`config.mk`:
```
export PLATFORM = sky130hd
export DESIGN_NAME = gpio_in_filter
export DESIGN_NICKNAME = d
export VERILOG_FILES = /design/src/rtl/gpio_filt_pkg.sv /design/src/rtl/gpio_filt_bit.sv /design/src/rtl/gpio_in_filter.sv
export SDC_FILE = /design/constraint.sdc
export NUM_CORES = 1
export LEC_CHECK = 0
export ABC_AREA = 1
export CORE_MARGIN = 2
export CORE_UTILIZATION = 40
export CTS_BUF_LIST = sky130_fd_sc_hd__clkbuf_8
export CTS_CLUSTER_SIZE = 30
export DETAILED_ROUTE_END_ITERATION = 10
export GPL_TIMING_DRIVEN = 0
export PLACE_DENSITY_LB_ADDON = 0.15
export SLEW_MARGIN = 10
export SYNTH_ARGS = -nofsm -noshare
export SYNTH_HDL_FRONTEND = slang
export SYNTH_HIERARCHICAL = 1
export SYNTH_SLANG_ARGS = --single-unit
```
`constraint.sdc`:
```
create_clock -name clk -period 1.8 [get_ports clk]
set_clock_uncertainty 0.15 [all_clocks]
set_input_delay 0.45 -clock clk [delete_from_list [all_inputs] [get_ports clk]]
set_output_delay 0.45 -clock clk [all_outputs]
set_load 0.03 [all_outputs]
```
`src/rtl/gpio_filt_pkg.sv`:
```
// Shared defaults and types for the GPIO input conditioning stage.
package gpio_filt_pkg;

    localparam int GPIO_FILT_NBITS = 8;
    localparam int GPIO_FILT_SYNC  = 2;
    localparam int GPIO_FILT_CNT_W = 8;

    // Same width as the controller's gpioi_din bus.
    typedef logic [31:0] gpio_vec_t;

    // Classify a debounced-level transition as {rise, fall}.
    function automatic logic [1:0] edge_pair(input logic cur_lvl, input logic nxt_lvl);
        logic [1:0] res;
        res = {(~cur_lvl & nxt_lvl), (cur_lvl & ~nxt_lvl)};
        return res;
    endfunction

endpackage

```
`src/rtl/gpio_filt_bit.sv`:
```
// One conditioned GPIO line: synchroniser, debounce counter, level/edge
// registers and the sticky pending flag.
module gpio_filt_bit
    import gpio_filt_pkg::*;
#(
    parameter int SYNC_STAGES = GPIO_FILT_SYNC,
    parameter int CNT_W       = GPIO_FILT_CNT_W
) (
    input  logic             clk,
    input  logic             rst,
    input  logic             cfg_en,
    input  logic [CNT_W-1:0] cfg_limit,
    input  logic             pad,
    input  logic             evt_clr,
    output logic             din,
    output logic             rise,
    output logic             fall,
    output logic             pend,
    output logic             pend_next
);

    logic [SYNC_STAGES-1:0] sync_r;
    logic [CNT_W-1:0]       cnt_r;
    logic                   din_r;
    logic                   rise_r;
    logic                   fall_r;
    logic                   pend_r;

    logic                   sync_s;
    logic [CNT_W-1:0]       cnt_next_s;
    logic                   din_next_s;
    logic                   rise_next_s;
    logic                   fall_next_s;
    logic                   pend_next_s;

    // Next-state for the debounce counter, level, edges and pending flag.
    always_comb begin
        sync_s      = sync_r[SYNC_STAGES-1];
        din_next_s  = din_r;
        cnt_next_s  = cnt_r;
        if (!cfg_en) begin
            // Bypass: follow the synchronised level, keep counts cleared so
            // re-enabling starts a fresh qualification.
            din_next_s = sync_s;
            cnt_next_s = '0;
        end else if (sync_s == din_r) begin
            cnt_next_s = '0;
        end else if (cnt_r >= cfg_limit) begin
            // >= (not ==) so a limit lowered below the running count takes
            // effect on the next disagreeing cycle instead of wrapping.
            din_next_s = sync_s;
            cnt_next_s = '0;
        end else begin
            cnt_next_s = cnt_r + CNT_W'(1);
        end
        {rise_next_s, fall_next_s} = edge_pair(din_r, din_next_s);
        // A new event wins over a simultaneous clear.
        pend_next_s = (pend_r & ~evt_clr) | rise_next_s | fall_next_s;
    end

    // State registers; reset discards any count in progress.
    always_ff @(posedge clk) begin
        if (rst) begin
            sync_r <= '0;
            cnt_r  <= '0;
            din_r  <= 1'b0;
            rise_r <= 1'b0;
            fall_r <= 1'b0;
            pend_r <= 1'b0;
        end else begin
            sync_r <= {sync_r[SYNC_STAGES-2:0], pad};
            cnt_r  <= cnt_next_s;
            din_r  <= din_next_s;
            rise_r <= rise_next_s;
            fall_r <= fall_next_s;
            pend_r <= pend_next_s;
        end
    end

    assign din       = din_r;
    assign rise      = rise_r;
    assign fall      = fall_r;
    assign pend      = pend_r;
    assign pend_next = pend_next_s;

endmodule

```
`src/rtl/gpio_in_filter.sv`:
```
// GPIO input conditioning: per-line synchronise + debounce, edge pulses,
// sticky pending flags and a registered interrupt summary.
module gpio_in_filter
    import gpio_filt_pkg::*;
#(
    parameter int NBITS       = GPIO_FILT_NBITS,
    parameter int SYNC_STAGES = GPIO_FILT_SYNC,
    parameter int CNT_W       = GPIO_FILT_CNT_W
) (
    input  logic             clk,
    input  logic             rst,
    input  logic             cfg_en,
    input  logic [CNT_W-1:0] cfg_limit,
    input  logic [NBITS-1:0] pad_i,
    input  logic [NBITS-1:0] evt_clr_i,
    output logic [NBITS-1:0] din_o,
    output logic [NBITS-1:0] rise_o,
    output logic [NBITS-1:0] fall_o,
    output logic [NBITS-1:0] pend_o,
    output logic             irq_o
);

    logic [NBITS-1:0] pend_next_s;
    logic             irq_r;

    for (genvar i = 0; i < NBITS; i++) begin : g_bit
        gpio_filt_bit #(
            .SYNC_STAGES (SYNC_STAGES),
            .CNT_W       (CNT_W)
        ) u_bit (
            .clk       (clk),
            .rst       (rst),
            .cfg_en    (cfg_en),
            .cfg_limit (cfg_limit),
            .pad       (pad_i[i]),
            .evt_clr   (evt_clr_i[i]),
            .din       (din_o[i]),
            .rise      (rise_o[i]),
            .fall      (fall_o[i]),
            .pend      (pend_o[i]),
            .pend_next (pend_next_s[i])
        );
    end

    // Interrupt built from next-state pend so it lines up with pend_o.
    always_ff @(posedge clk) begin
        if (rst) begin
            irq_r <= 1'b0;
        end else begin
            irq_r <= |pend_next_s;
        end
    end

    assign irq_o = irq_r;

endmodule

```
==> summary.md <==
| Metric | Value |
|---|---|
| Hold Vio Cnt, Final | 0 |
| EDFF count, synth | 0 |
| Vias in the first global route | 4276 |
| Synth Register Bits | 113 |
| Post-Syn Nets | 892 |
| Area contributors post-synth | dfxtp_1, ha_1, nand2_1 |
| Async SR Flop Fraction | 0% |
| # rows | 44 |
| Cell accounting for the most synthesized area | dfxtp_1 |
| Final GP Congestion | 0.7370 |
| Routed via count | 4794 |
| Post-DRT Antenna Nets | 0 |
| Die ar. | 0.01586 sq mm |
| Syn Inst Count | 793 |
| Dpl hpwl | 8.323 mm |
| Mapped Area | 0.005946 sq mm |
| Worst Path Max Fanout | 4 |
| Top-area cell type share of the netlist area | 38.05% |
| Pleak | 0.003678 uW |
| Most frequent cell after synthesis | nand2_1 |
| Largest net degree at the start of global routing | 43 |
| Clock Tree Root | clkbuf_8 |
| Remaining DRCs | 0 |
| Setup violations, final | 1 |
| H-tree Lvls | 4 |
| Clock-pin slew on the worst setup and hold paths | 0.06 ns |
| CP max stage cell | dfxtp_4 |
| FMAX | 0.5376 GHz |
| Reg2reg setup slack | -0.06 ns |
| Reg2reg end | irq_o$_SDFF_PP0_ |
| CP max stage delay | 0.37 ns |
| CTS Sinks | 113 |
| Syn Area/Cell | 7.498 sq um |
| Critical Path RT | 1.98 ns |
| Initial drt markers | 223 |
| CTS max path bufs | 2 |
| Vias per cell | 4.410 |
| Crit path kind | reg -> reg |
| WHS Endpoint | g_bit[2].u_bit/sync_r[1]$_SDFF_PP0_ |
| CTS tree | yes |
| Initial Util | 40.91% |
| Worst path cell trace | inv_4, ha_4, inv_2, nand2_1, nand2_1, nand2_1, nand2_1, nand2_1, nand2_2, nand2_4, nand2_4, nand2_4, nor2_4, nand2_2, nor2_1, nor2_1 |
| Total Wirelength | 11.99 mm |
| Worst skew pair latency | 0.44 ns |
| Final Cycle Share | 103.3% |
| Nets | 989 |
| Worst slew margin | 62.07% |
| Synthesis-to-layout area growth | 25.90% |
| PortBufs | 59 |
| PD cells | 700.7 mW/mm^2 |
| Synth top cells by count | nand2_1, inv_1, nor2_1, dfxtp_1, ha_1 |
| RSZ-0062 raised after global routing | yes |
| Core outline area | 0.01453 sq mm |
| Max Slew Vio Count | 0 |
| Setup TNS Final | -0.05996 ns |
| Min Tclk post-route | 1.860 ns |
| Hold path start | rst |
| First-pass GRT wire length | 19.44 mm |
| DR WL/cell | 11.03 microns |
| Setup ws final | -0.05996 ns |
| Hold Crit Class | in -> reg |
| Maximum vdd drop | 0.4901 mV |
| Library cells used by synthesis | 15 |
| I/O pins | 60 |
| Layout cells sized above 1 | 18.49% |
| Crit path buf inv count | 2 |
| Violated checks | setup timing |
| Top FF cell, synth | dfxtp_1 |
| Initial antenna violation count | 0 |
| Worst path most repeated cell | nand2_1 |
| Crit path capture type | flop |
| Crit path max-delay family | simple AND/OR/NAND/NOR gates |
| Worst slew pin tran | 0.5690 ns |
| Crit path DAT | 2.04 ns |
| Status | finished, violations left |
| All-Layer GR Usage | 15.66% |
| Fill cells | 1501 |
| N_diodes | 0 |
| Width of the die | 125.9 microns |
| GRT overflow | 0 |
| Max_cap viols | 0 |
| Worst r2r path cells | 16 |
| WHS Path Cells | 2 |
| Place WS | -1.395 ns |
| Syn. warnings | 6 |
| Die Span Y | 125.9 microns |
| Cts bufs inserted | 17 |
| Critical Path Source Type | flop |
| Seq/Total Area, Yosys | 38.05% |
| DRT Pass-1 Iters | 4 |
| Worst r2r src | g_bit[2].u_bit/cnt_r[0]$_SDFF_PP0_ |
routing by layer:
metal  routed length [microns]  track usage, %  share of wire, %  up-vias
met5                         0               0                 0        -
met4                       117           5.042              0.98        0
met3                       449           5.140               3.7        9
met2                      5429           24.79                45       59
met1                      5997           20.26                50     2115
li1                          -               -                 -     2611
report_power, final:
group | switching, uW | internal [uW]
Clock | 988 | 1060
Sequential | 27.8 | 2550
Combinational | 387 | 238
worst max-delay path by stage:
stage	startpoint	endpoint	slack, ns	cells past startpoint
after global placement	cfg_limit[5]	irq_o$_SDFF_PP0_	-1.45	13
final	g_bit[2].u_bit/cnt_r[0]$_SDFF_PP0_	irq_o$_SDFF_PP0_	-0.06	16
after CTS	cfg_limit[0]	irq_o$_SDFF_PP0_	-0.23	16
after floorplan	cfg_limit[5]	irq_o$_SDFF_PP0_	0.03	12
after global routing	g_bit[0].u_bit/cnt_r[0]$_SDFF_PP0_	irq_o$_SDFF_PP0_	-0.20	16
after detailed placement	cfg_limit[5]	irq_o$_SDFF_PP0_	-1.39	13
layout make-up:
cell class | instances | area (sq um) | share of cell area [%]
Clock buffer | 21 | 289.0 | 3.861
Clock inverter | 11 | 48.80 | 0.6518
Inverter | 160 | 610.6 | 8.156
Multi-Input combinational cell | 520 | 3348 | 44.73
Sequential cell | 113 | 2288 | 30.57
Tap cell | 184 | 230.2 | 3.075
Timing Repair Buffer | 78 | 670.6 | 8.959
cell usage in the layout (no fill, tap or decap), drive strengths merged:
cell type,netlist,final
nand3b,8,8
nor2,134,134
clkinv,0,6
xor2,32,32
buf,0,27
clkbuf,0,28
a21oi,32,32
xnor2,16,16
dfxtp,113,113
nand2,170,170
nand3,40,40
clkdlybuf4s50,0,16
inv,160,165
dlygate4sd2,0,14
ha,72,72
nor3,16,16
clkdlybuf4s15,0,14
cell families (layout without fill, tap and decap cells):
logic type | count (synthesis) | in the layout | share of synthesized area [%]
xor gates and xnor gates | 48 | 48 | 7.071
and+or+nand+nor | 368 | 368 | 26.94
AOI/OAI and AO/OA | 32 | 32 | 2.694
buffers and inverters | 160 | 270 | 10.10
adders and majority gates | 72 | 72 | 15.15
DFF | 113 | 113 | 38.05
stage by stage:
stage               std cells  cell area (sq um)  power (uW)  hold WS (ns)  utilization (%)
floorplan                 793               5946        2964        0.2383                -
global placement         1036               6766        3204        0.2391            46.56
detailed placement       1037               6782        3210        0.2424            46.66
CTS                      1069               7108        5263        0.2259            48.91
global route             1087               7486        5526        0.2376            51.51
finish                   1087               7486        5246        0.2486            51.51
sequential cells by signal, indices dropped and copies added (netlist names):
register,count
g_bit.u_bit/cnt_r,64
g_bit.u_bit/fall,8
g_bit.u_bit/sync_r,16
g_bit.u_bit/pend,8
g_bit.u_bit/din,8
irq_o,1
g_bit.u_bit/rise,8
what timing repair did:
action                     in CTS  in global routing
cloned                          0                  0
setup buffers                   0                 18
gates resized for setup        90                119
setup endpoints to repair     130                 87
pin swaps                       0                 29
hold buffers                    0                  0
(Power assumes the default switching activity.)
